<file path="config.mk">
export PLATFORM = sky130hd
export DESIGN_NAME = itcm_port_arbiter
export DESIGN_NICKNAME = d
export VERILOG_FILES = /design/src/rtl/tcm_pkg.sv /design/src/rtl/itcm_rsp_route.sv /design/src/rtl/itcm_port_arbiter.sv
export SDC_FILE = /design/constraint.sdc
export NUM_CORES = 1
export LEC_CHECK = 0
export ABC_AREA = 1
export ABC_CLOCK_PERIOD_IN_PS = 1400
export CAP_MARGIN = 20
export CORE_AREA = 2 2 141 143
export CTS_CLUSTER_SIZE = 16
export DETAILED_ROUTE_END_ITERATION = 6
export DIE_AREA = 0 0 143 145
export RECOVER_POWER = 100
export SYNTH_ARGS = -nofsm -noshare
export SYNTH_HDL_FRONTEND = slang
export SYNTH_SLANG_ARGS = --single-unit
</file>
<file path="constraint.sdc">
create_clock -name i_clk -period 1.4 [get_ports i_clk]
set_input_delay 0.35 -clock i_clk [delete_from_list [all_inputs] [get_ports i_clk]]
set_output_delay 0.35 -clock i_clk [all_outputs]
set_load 0.01 [all_outputs]
</file>
<file path="src/rtl/tcm_pkg.sv">
// Shared ITCM constants and the response-owner encoding used by the port arbiter.
package tcm_pkg;
  localparam int TCM_BYTES_DEF = 16384;
  localparam int TCM_BANKS     = 2;
  localparam int BANK_SEL_BIT  = 2;

  typedef enum logic [1:0] {
    OWN_NONE = 2'd0,
    OWN_IFU  = 2'd1,
    OWN_LSU  = 2'd2
  } tcm_owner_e;
endpackage

</file>
<file path="src/rtl/itcm_rsp_route.sv">
// Remembers who was granted last cycle and steers the bank read data back to that owner.
module itcm_rsp_route
  import tcm_pkg::*;
(
  input  logic        i_clk,
  input  logic        i_cpurst,
  input  logic        i_ifu_gnt,
  input  logic        i_lsu_gnt,
  input  logic        i_lsu_bank,
  input  logic        i_lsu_wen,
  input  logic [63:0] i_tcm_rdata,
  output logic        o_ifu_rsp_valid,
  output logic [63:0] o_ifu_rsp_rdata,
  output logic        o_lsu_rsp_valid,
  output logic [31:0] o_lsu_rsp_rdata
);
  tcm_owner_e r_owner;
  logic       r_bank;
  logic       r_wr;
  logic       w_ifu_v;
  logic       w_lsu_v;

  always_ff @(posedge i_clk) begin
    if (i_cpurst) begin
      r_owner <= OWN_NONE;
      r_bank  <= 1'b0;
      r_wr    <= 1'b0;
    end else begin
      r_owner <= i_lsu_gnt ? OWN_LSU : (i_ifu_gnt ? OWN_IFU : OWN_NONE);
      if (i_lsu_gnt) begin
        r_bank <= i_lsu_bank;
        r_wr   <= i_lsu_wen;
      end
    end
  end

  // A reset arriving while a response is pending drops it immediately.
  assign w_ifu_v = (r_owner == OWN_IFU) && !i_cpurst;
  assign w_lsu_v = (r_owner == OWN_LSU) && !i_cpurst;

  assign o_ifu_rsp_valid = w_ifu_v;
  assign o_ifu_rsp_rdata = w_ifu_v ? i_tcm_rdata : 64'd0;
  assign o_lsu_rsp_valid = w_lsu_v;
  assign o_lsu_rsp_rdata = (w_lsu_v && !r_wr) ?
                           (r_bank ? i_tcm_rdata[63:32] : i_tcm_rdata[31:0]) : 32'd0;
endmodule

</file>
<file path="src/rtl/itcm_port_arbiter.sv">
// ITCM port arbiter: LSU-over-IFU grant onto two interleaved 32-bit banks.
// Define ITCM_ARB_AGE_EN to add the IFU anti-starvation age counter.
module itcm_port_arbiter
  import tcm_pkg::*;
#(
  parameter  int TCM_BYTES = TCM_BYTES_DEF,
  parameter  int MAX_WAIT  = 4,
  localparam int IDX_W     = $clog2(TCM_BYTES / 8)
) (
  input  logic                   i_clk,
  input  logic                   i_cpurst,
  input  logic                   i_ifu_req_valid,
  output logic                   o_ifu_req_ready,
  input  logic [31:0]            i_ifu_req_addr,
  output logic                   o_ifu_rsp_valid,
  output logic [63:0]            o_ifu_rsp_rdata,
  input  logic                   i_lsu_req_valid,
  output logic                   o_lsu_req_ready,
  input  logic [31:0]            i_lsu_req_addr,
  input  logic                   i_lsu_req_wen,
  input  logic [31:0]            i_lsu_req_wdata,
  input  logic [3:0]             i_lsu_req_wstrb,
  output logic                   o_lsu_rsp_valid,
  output logic [31:0]            o_lsu_rsp_rdata,
  output logic [TCM_BANKS-1:0]   o_tcm_cs,
  output logic [TCM_BANKS-1:0]   o_tcm_we,
  output logic [2*IDX_W-1:0]     o_tcm_addr,
  output logic [63:0]            o_tcm_wdata,
  output logic [7:0]             o_tcm_wstrb,
  input  logic [63:0]            i_tcm_rdata
);
  logic [IDX_W-1:0] w_ifu_row;
  logic [IDX_W-1:0] w_lsu_row;
  logic             w_lsu_bank;
  logic             w_age_win;
  logic             w_ifu_gnt;
  logic             w_lsu_gnt;
  logic             w_unused_addr;

  // Upper address bits are dropped so accesses wrap modulo the TCM size.
  assign w_ifu_row     = i_ifu_req_addr[IDX_W+2:3];
  assign w_lsu_row     = i_lsu_req_addr[IDX_W+2:3];
  assign w_lsu_bank    = i_lsu_req_addr[BANK_SEL_BIT];
  assign w_unused_addr = ^{i_ifu_req_addr[31:IDX_W+3], i_ifu_req_addr[2:0],
                           i_lsu_req_addr[31:IDX_W+3], i_lsu_req_addr[1:0]};

`ifdef ITCM_ARB_AGE_EN
  localparam int AGE_W = $clog2(MAX_WAIT + 1);
  logic [AGE_W-1:0] r_age;

  assign w_age_win = i_ifu_req_valid && (r_age == AGE_W'(MAX_WAIT));

  always_ff @(posedge i_clk) begin
    if (i_cpurst || !i_ifu_req_valid || w_ifu_gnt) begin
      r_age <= '0;
    end else if (r_age != AGE_W'(MAX_WAIT)) begin
      r_age <= r_age + 1'b1;
    end
  end
`else
  logic w_unused_max_wait;
  assign w_unused_max_wait = (MAX_WAIT != 0);
  assign w_age_win         = 1'b0;
`endif

  assign w_lsu_gnt = !i_cpurst && i_lsu_req_valid && !w_age_win;
  assign w_ifu_gnt = !i_cpurst && i_ifu_req_valid && (!i_lsu_req_valid || w_age_win);

  assign o_lsu_req_ready = w_lsu_gnt;
  assign o_ifu_req_ready = w_ifu_gnt;
  assign o_tcm_wdata     = {i_lsu_req_wdata, i_lsu_req_wdata};

  always_comb begin
    o_tcm_cs    = '0;
    o_tcm_we    = '0;
    o_tcm_wstrb = '0;
    o_tcm_addr  = {w_ifu_row, w_ifu_row};
    if (w_lsu_gnt) begin
      o_tcm_cs[w_lsu_bank] = 1'b1;
      o_tcm_we[w_lsu_bank] = i_lsu_req_wen;
      o_tcm_addr           = {w_lsu_row, w_lsu_row};
      if (i_lsu_req_wen) begin
        if (w_lsu_bank) o_tcm_wstrb[7:4] = i_lsu_req_wstrb;
        else            o_tcm_wstrb[3:0] = i_lsu_req_wstrb;
      end
    end else if (w_ifu_gnt) begin
      o_tcm_cs = 2'b11;
    end
  end

  itcm_rsp_route u_rsp_route (
    .i_clk           (i_clk),
    .i_cpurst        (i_cpurst),
    .i_ifu_gnt       (w_ifu_gnt),
    .i_lsu_gnt       (w_lsu_gnt),
    .i_lsu_bank      (w_lsu_bank),
    .i_lsu_wen       (i_lsu_req_wen),
    .i_tcm_rdata     (i_tcm_rdata),
    .o_ifu_rsp_valid (o_ifu_rsp_valid),
    .o_ifu_rsp_rdata (o_ifu_rsp_rdata),
    .o_lsu_rsp_valid (o_lsu_rsp_valid),
    .o_lsu_rsp_rdata (o_lsu_rsp_rdata)
  );
endmodule
</file>
==> Word-level counts from Yosys, hierarchy flattened <==
Cells that the tools add are included.
Widths: inputs -> output; s select.
{ "classes": {"n_addsub": 0, "n_mul": 0, "div": 0, "n_lt_le_gt_ge": 2, "eq_ne": 2, "shifts": 0, "muxes": 15, "n_bitwise": 1, "reduce_logical": 11} }
{ "ops": {"columns": ["op", "n"], "rows": [
  ["$mux 32", 2],
  ["$mux 64", 1],
  ["$mux 22", 1],
  ["$mux 8", 2],
  ["$mux 2", 4],
  ["$mux 4", 2],
  ["$logic_and 1x1->1", 7],
  ["$logic_not 1->1", 3],
  ["$and 2x2->2", 1],
  ["$eq 2x1->1 const B", 1],
  ["$eq 2x2->1 const B", 1],
  ["$lt 1x2->1 const B", 1],
  ["$mux 1", 2],
  ["$reduce_or 2->1", 1],
  ["$demux 1 s1", 1],
  ["$ge 1x1->1 const B", 1]
]} }
{ "totals": {"regBits": 4, "latch_bits": 0, "mem_bits_rw": 0, "rom_bits": 0, "input_bits": 169, "out_inout_bits": 198, "elab_cells": 35, "memories": 0} }

==> Depth between registers and ports, before layout <==
{ "logic_depth": {"word_depth": 6, "ltp_mapped": 6, "depth_no_buf": 4} }

==> Hierarchy <==
From an unflattened synthesis, not the netlist that was laid out.
{ "unflattened": {"cells_unflattened": 472, "hier_area_um2": 2601.2} }
{ "by_module_without_submodules": {"columns": ["mod", "instances", "cells_each", "area_per_inst_um2", "seq_area_each_um2"], "rows": [
  ["itcm_rsp_route", 1, 328, 1730.4, 80.1],
  ["itcm_port_arbiter", 1, 144, 870.8, 0.0]
]} }

==> Least setup slack after synthesis <==
OpenSTA, ideal clock, no wires.
{ "synth_timing": {"kind": "input to output", "startpoint": "input port i_lsu_req_valid", "endpoint": "output port o_tcm_addr[12]", "arrival_ps": 1090, "t_required_ps": 1050, "path_slack_ps": -40, "path_stages": 6, "path_buffers": 2, "path_cell_list": "inv_1 nor2_4 buf_2 nand2_1 nand2_1 buf_4"} }
{ "synth_between": {"elab_chain_len": 2} }
{ "synth_rtl": {"columns": ["element", "line", "text"], "rows": [
  ["start, declared", "itcm_port_arbiter.sv:17", "input logic i_lsu_req_valid,"],
  ["$logic_and 1x1->1", "itcm_port_arbiter.sv:66", "assign w_lsu_gnt = !i_cpurst && i_lsu_req_valid && !w_age_win;"],
  ["via o_lsu_req_ready", "itcm_port_arbiter.sv:18", "output logic o_lsu_req_ready,"],
  ["$mux 22", "itcm_port_arbiter.sv:78", "if (w_lsu_gnt) begin"],
  ["end, declared", "itcm_port_arbiter.sv:27", "output logic [2*IDX_W-1:0] o_tcm_addr,"]
]} }
The timed path passes the listed nets, and every way through them passes these cells.

==> Final worst setup path <==
{ "layout_timing": {"startpoint": "register u_rsp_route.r_owner[1]", "endpoint": "output port o_lsu_rsp_rdata[12]"} }
{ "layout_between": {"elab_chain_len": 4} }
{ "layout_rtl": {"columns": ["element", "line", "text"], "rows": [
  ["start, declared", "itcm_rsp_route.sv:17", "tcm_owner_e r_owner;"],
  ["start signal, assigned", "itcm_rsp_route.sv:29", "r_owner <= i_lsu_gnt ? OWN_LSU : (i_ifu_gnt ? OWN_IFU : OWN_NONE);"],
  ["$eq 2x2->1", "itcm_rsp_route.sv:39", "assign w_lsu_v = (r_owner == OWN_LSU) && !i_cpurst;"],
  ["$logic_and 1x1->1", "itcm_rsp_route.sv:39", null],
  ["$logic_and 1x1->1", "itcm_rsp_route.sv:44", "assign o_lsu_rsp_rdata = (w_lsu_v && !r_wr) ?"],
  ["$mux 32", "itcm_rsp_route.sv:44", null],
  ["end, declared", "itcm_port_arbiter.sv:24", "output logic [31:0] o_lsu_rsp_rdata,"]
]} }
Every way passes these cells.

==> run metrics <==
status complete, but fails checks; Worst-Skew Late Latency 230 ps; Compound-Gate Fraction of Synth Area less than 1%; category of the most critical setup path reg2out; starting utilization of the core area a little under an eighth; number of remaining DRC errors 0; final hold vios 0; drt via density 3.54; layout cell share with drive strength beyond 1 54.1%; portion of synthesized cell area occupied by the leading cell type between 20 and 30%; global-route wire length before repair 16800 um; clock sink count 4; H-tree depth reported by CTS 1; Post-Syn Nets 628; drt pass-1 iters 4; diodes inserted 0; cell type contributing the most total cell area after synthesis sky130_fd_sc_hd__nor2_1; Worst Slack Setup Final -484 ps; number of top-level design ports around 370; Rel. slew slack 83.4%; main combinational cell family by area after synthesis buffers and inverters; Crit path arrival time 1530 ps; vertical extent of the die between 100 and 150 um; number of violations of the max-capacitance limit 0; violated checks setup timing; overall die width 143 um; pin slew with the least headroom to its limit about 250 ps; Total Neg Setup Slack -38500 ps; proportion of synthesized area in mux cells 0%; top post-synthesis cells by count sky130_fd_sc_hd__nor2_1, sky130_fd_sc_hd__inv_1, sky130_fd_sc_hd__buf_4; area delta synth->final 187%; library cell with the highest instance count after synthesis sky130_fd_sc_hd__nor2_1; deepest clock path buffer count 2; unrepaired setup endpoints after global routing yes; combined area of all synthesized cells ~2200 um2; post-layout power roughly 2.0 mW; post-detailed-route wirelength per cell 13.5 um; final global-route overflow total 0; number of cells in the design after placement 882; class of the most critical hold timing path in2reg; startpoint of the tightest hold check path i_cpurst; hold buffers post-CTS 0; FFs w/ async S/R, synth 0%; EDFF count, synth 0; max-slew violations 0; Total Nets Final 864; final worst path period need approximately 1900 ps; total of flip-flops plus latches after synthesis 4; initial antenna violation count 0; post-synthesis share of cell area spent on and, or, nand and nor gates between 40% and 50%; clock transition at the registers of the reported paths roughly 30 ps; number of setup violations in the final report between 100 and 150; startpoint class of the critical path flip-flop; Gate Count Post-Synth between 400 and 500; Data required, critical path between 1000 and 1500 ps; adder and majority gate portion of the synthesized area 0%; area enclosed by the die boundary 20700 um2; Power Density 317 nW/um2; fraction of the cycle the final worst path needs 135%; portion of the post-synthesis area used by sequential elements under 10%; placement-stage worst setup slack -998 ps; fmax approximately 530 MHz; distinct cell type count after synthesis 13; type of destination of the critical path output port; Leak Pwr 3.26 nW; fraction of synthesized cell area in xor and xnor cells 0%; maximum fanout encountered on the critical timing path 6; pin count of the biggest net entering global routing 44; count of routing violations after the opening detailed-route iteration between 40 and 50; Yosys warnings 0; Routability Congestion around 0.72; clock buffers created by TritonCTS 3; total wire length after detailed routing around 13000 um; number of global-route vias before repair 3197; top flip-flop cell by instance count after synthesis sky130_fd_sc_hd__dfxtp_1; remaining number of nets flagged by the antenna check after routing 0; largest vdd supply drop 0.381 mV; synthesized area divided by synthesized cell count 4.71 um2; critical path launch point u_rsp_route.r_owner[1]; PortBufs between 200 and 250; sum of net half-perimeters after detailed placement 7500 um; worst setup skew after layout 0 ps; launch point of the worst reg-to-reg path u_rsp_route.r_bank; biggest area contributors in the synthesized netlist sky130_fd_sc_hd__nor2_1, sky130_fd_sc_hd__buf_4, sky130_fd_sc_hd__inv_1, sky130_fd_sc_hd__nand2_1, sky130_fd_sc_hd__dfxtp_1; Final Non-Filler Cells 958; TritonCTS clock tree yes; total vias in the final route approximately 3400; placeable core region approximately 19000 um2; combined global-route utilization of all metal layers between 10% and 20%; count of standard-cell rows between 50 and 60; root buffer selected by CTS sky130_fd_sc_hd__clkbuf_16
-- routing by layer --
layer	GRT usage (%)	vias up	wire (um)
met4	2.03	0	342
met5	0	-	0
met3	2.48	29	1080
li1	-	1665	-
met1	11.2	1487	4690
met2	20.3	209	6830
-- worst paths after layout --
| path | to | slack (ps) | cells past startpoint |
|---|---|---|---|
| max reg2reg | u_rsp_route.r_bank | 630 | 3 |
| min | u_rsp_route.r_owner[1] | 310 | 2 |
| min reg2reg | u_rsp_route.r_wr | 590 | 3 |
| max | o_lsu_rsp_rdata[12] | -480 | 9 |
-- area by class of cell --
type | instances | area (um2)
sequential | 4 | 88.8
multi-input combinational | 251 | 1800
fill | 1989 | 13000
inverter | 110 | 433
timing repair buffer | 325 | 3490
clock buffer | 3 | 75.1
tap | 265 | 332
-- critical path: stages, from the launching register on --
cell                      delay [ps]
sky130_fd_sc_hd__dfxtp_2         320
sky130_fd_sc_hd__inv_2            50
sky130_fd_sc_hd__buf_6           110
sky130_fd_sc_hd__nor2_4          130
sky130_fd_sc_hd__nand3_4         100
sky130_fd_sc_hd__buf_12          150
sky130_fd_sc_hd__buf_12          130
sky130_fd_sc_hd__buf_6           110
sky130_fd_sc_hd__nor2_2           70
sky130_fd_sc_hd__buf_2           130
-- layout by cell type, fill, tap and decap left out --
cell                                n
sky130_fd_sc_hd__buf_12            18
sky130_fd_sc_hd__buf_16             3
sky130_fd_sc_hd__buf_2             34
sky130_fd_sc_hd__buf_4             20
sky130_fd_sc_hd__buf_6            147
sky130_fd_sc_hd__buf_8              4
sky130_fd_sc_hd__clkbuf_1           2
sky130_fd_sc_hd__clkbuf_16          6
sky130_fd_sc_hd__clkdlybuf4s15_1    2
sky130_fd_sc_hd__clkdlybuf4s50_1   80
sky130_fd_sc_hd__clkinv_4           1
sky130_fd_sc_hd__clkinv_8           1
sky130_fd_sc_hd__dfxtp_1            1
sky130_fd_sc_hd__dfxtp_2            1
sky130_fd_sc_hd__dfxtp_4            2
sky130_fd_sc_hd__dlygate4sd2_1     12
sky130_fd_sc_hd__inv_1             97
sky130_fd_sc_hd__inv_2             10
sky130_fd_sc_hd__inv_4              1
sky130_fd_sc_hd__nand2_1           44
sky130_fd_sc_hd__nand2_2            8
sky130_fd_sc_hd__nand2_4           19
sky130_fd_sc_hd__nand3_1            2
sky130_fd_sc_hd__nand3_4            5
sky130_fd_sc_hd__nor2_1            76
sky130_fd_sc_hd__nor2_2            19
sky130_fd_sc_hd__nor2_4            76
sky130_fd_sc_hd__nor3_1             1
sky130_fd_sc_hd__o21ai_1            1
-- cells by family (layout without fill, tap and decap cells) --
logic type	count (synthesis)	in the layout
AO/OA/AOI/OAI	1	1
AND/OR/NAND/NOR	250	250
flip-flops	4	4
buffers and inverters	204	438
-- per-stage QoR --
| step | hold WS (ps) | util (%) | instance area [um2] |
|---|---|---|---|
| 2_1_floorplan | 422 | - | 2160 |
| 3_3_place_gp | 563 | 22.6 | 4340 |
| 3_5_place_dp | 571 | 22.6 | 4340 |
| 4_1_cts | 293 | 26.6 | 5110 |
| 5_1_grt | 311 | 32.3 | 6210 |
| 6_report | 307 | 32.3 | 6210 |
-- power breakdown --
group	total [mW]	switching (mW)	internal, mW
Sequential	0.129	0.00916	0.120
Combinational	1.39	0.634	0.758
Clock	0.447	0.0824	0.365
-- timing repair --
item / in CTS / in global routing
gates resized for setup: 666 / 344
setup buffers: 46 / 30
endpoints found under the setup margin: 134 / 134
pin swaps: 27 / 29
gates cloned: 9 / 4
-- flip-flops by register name, indices dropped and copies added, names as in the netlist --
signal,cells
u_rsp_route.r_bank,1
u_rsp_route.r_owner,2
u_rsp_route.r_wr,1
(Power assumes the default switching activity.)
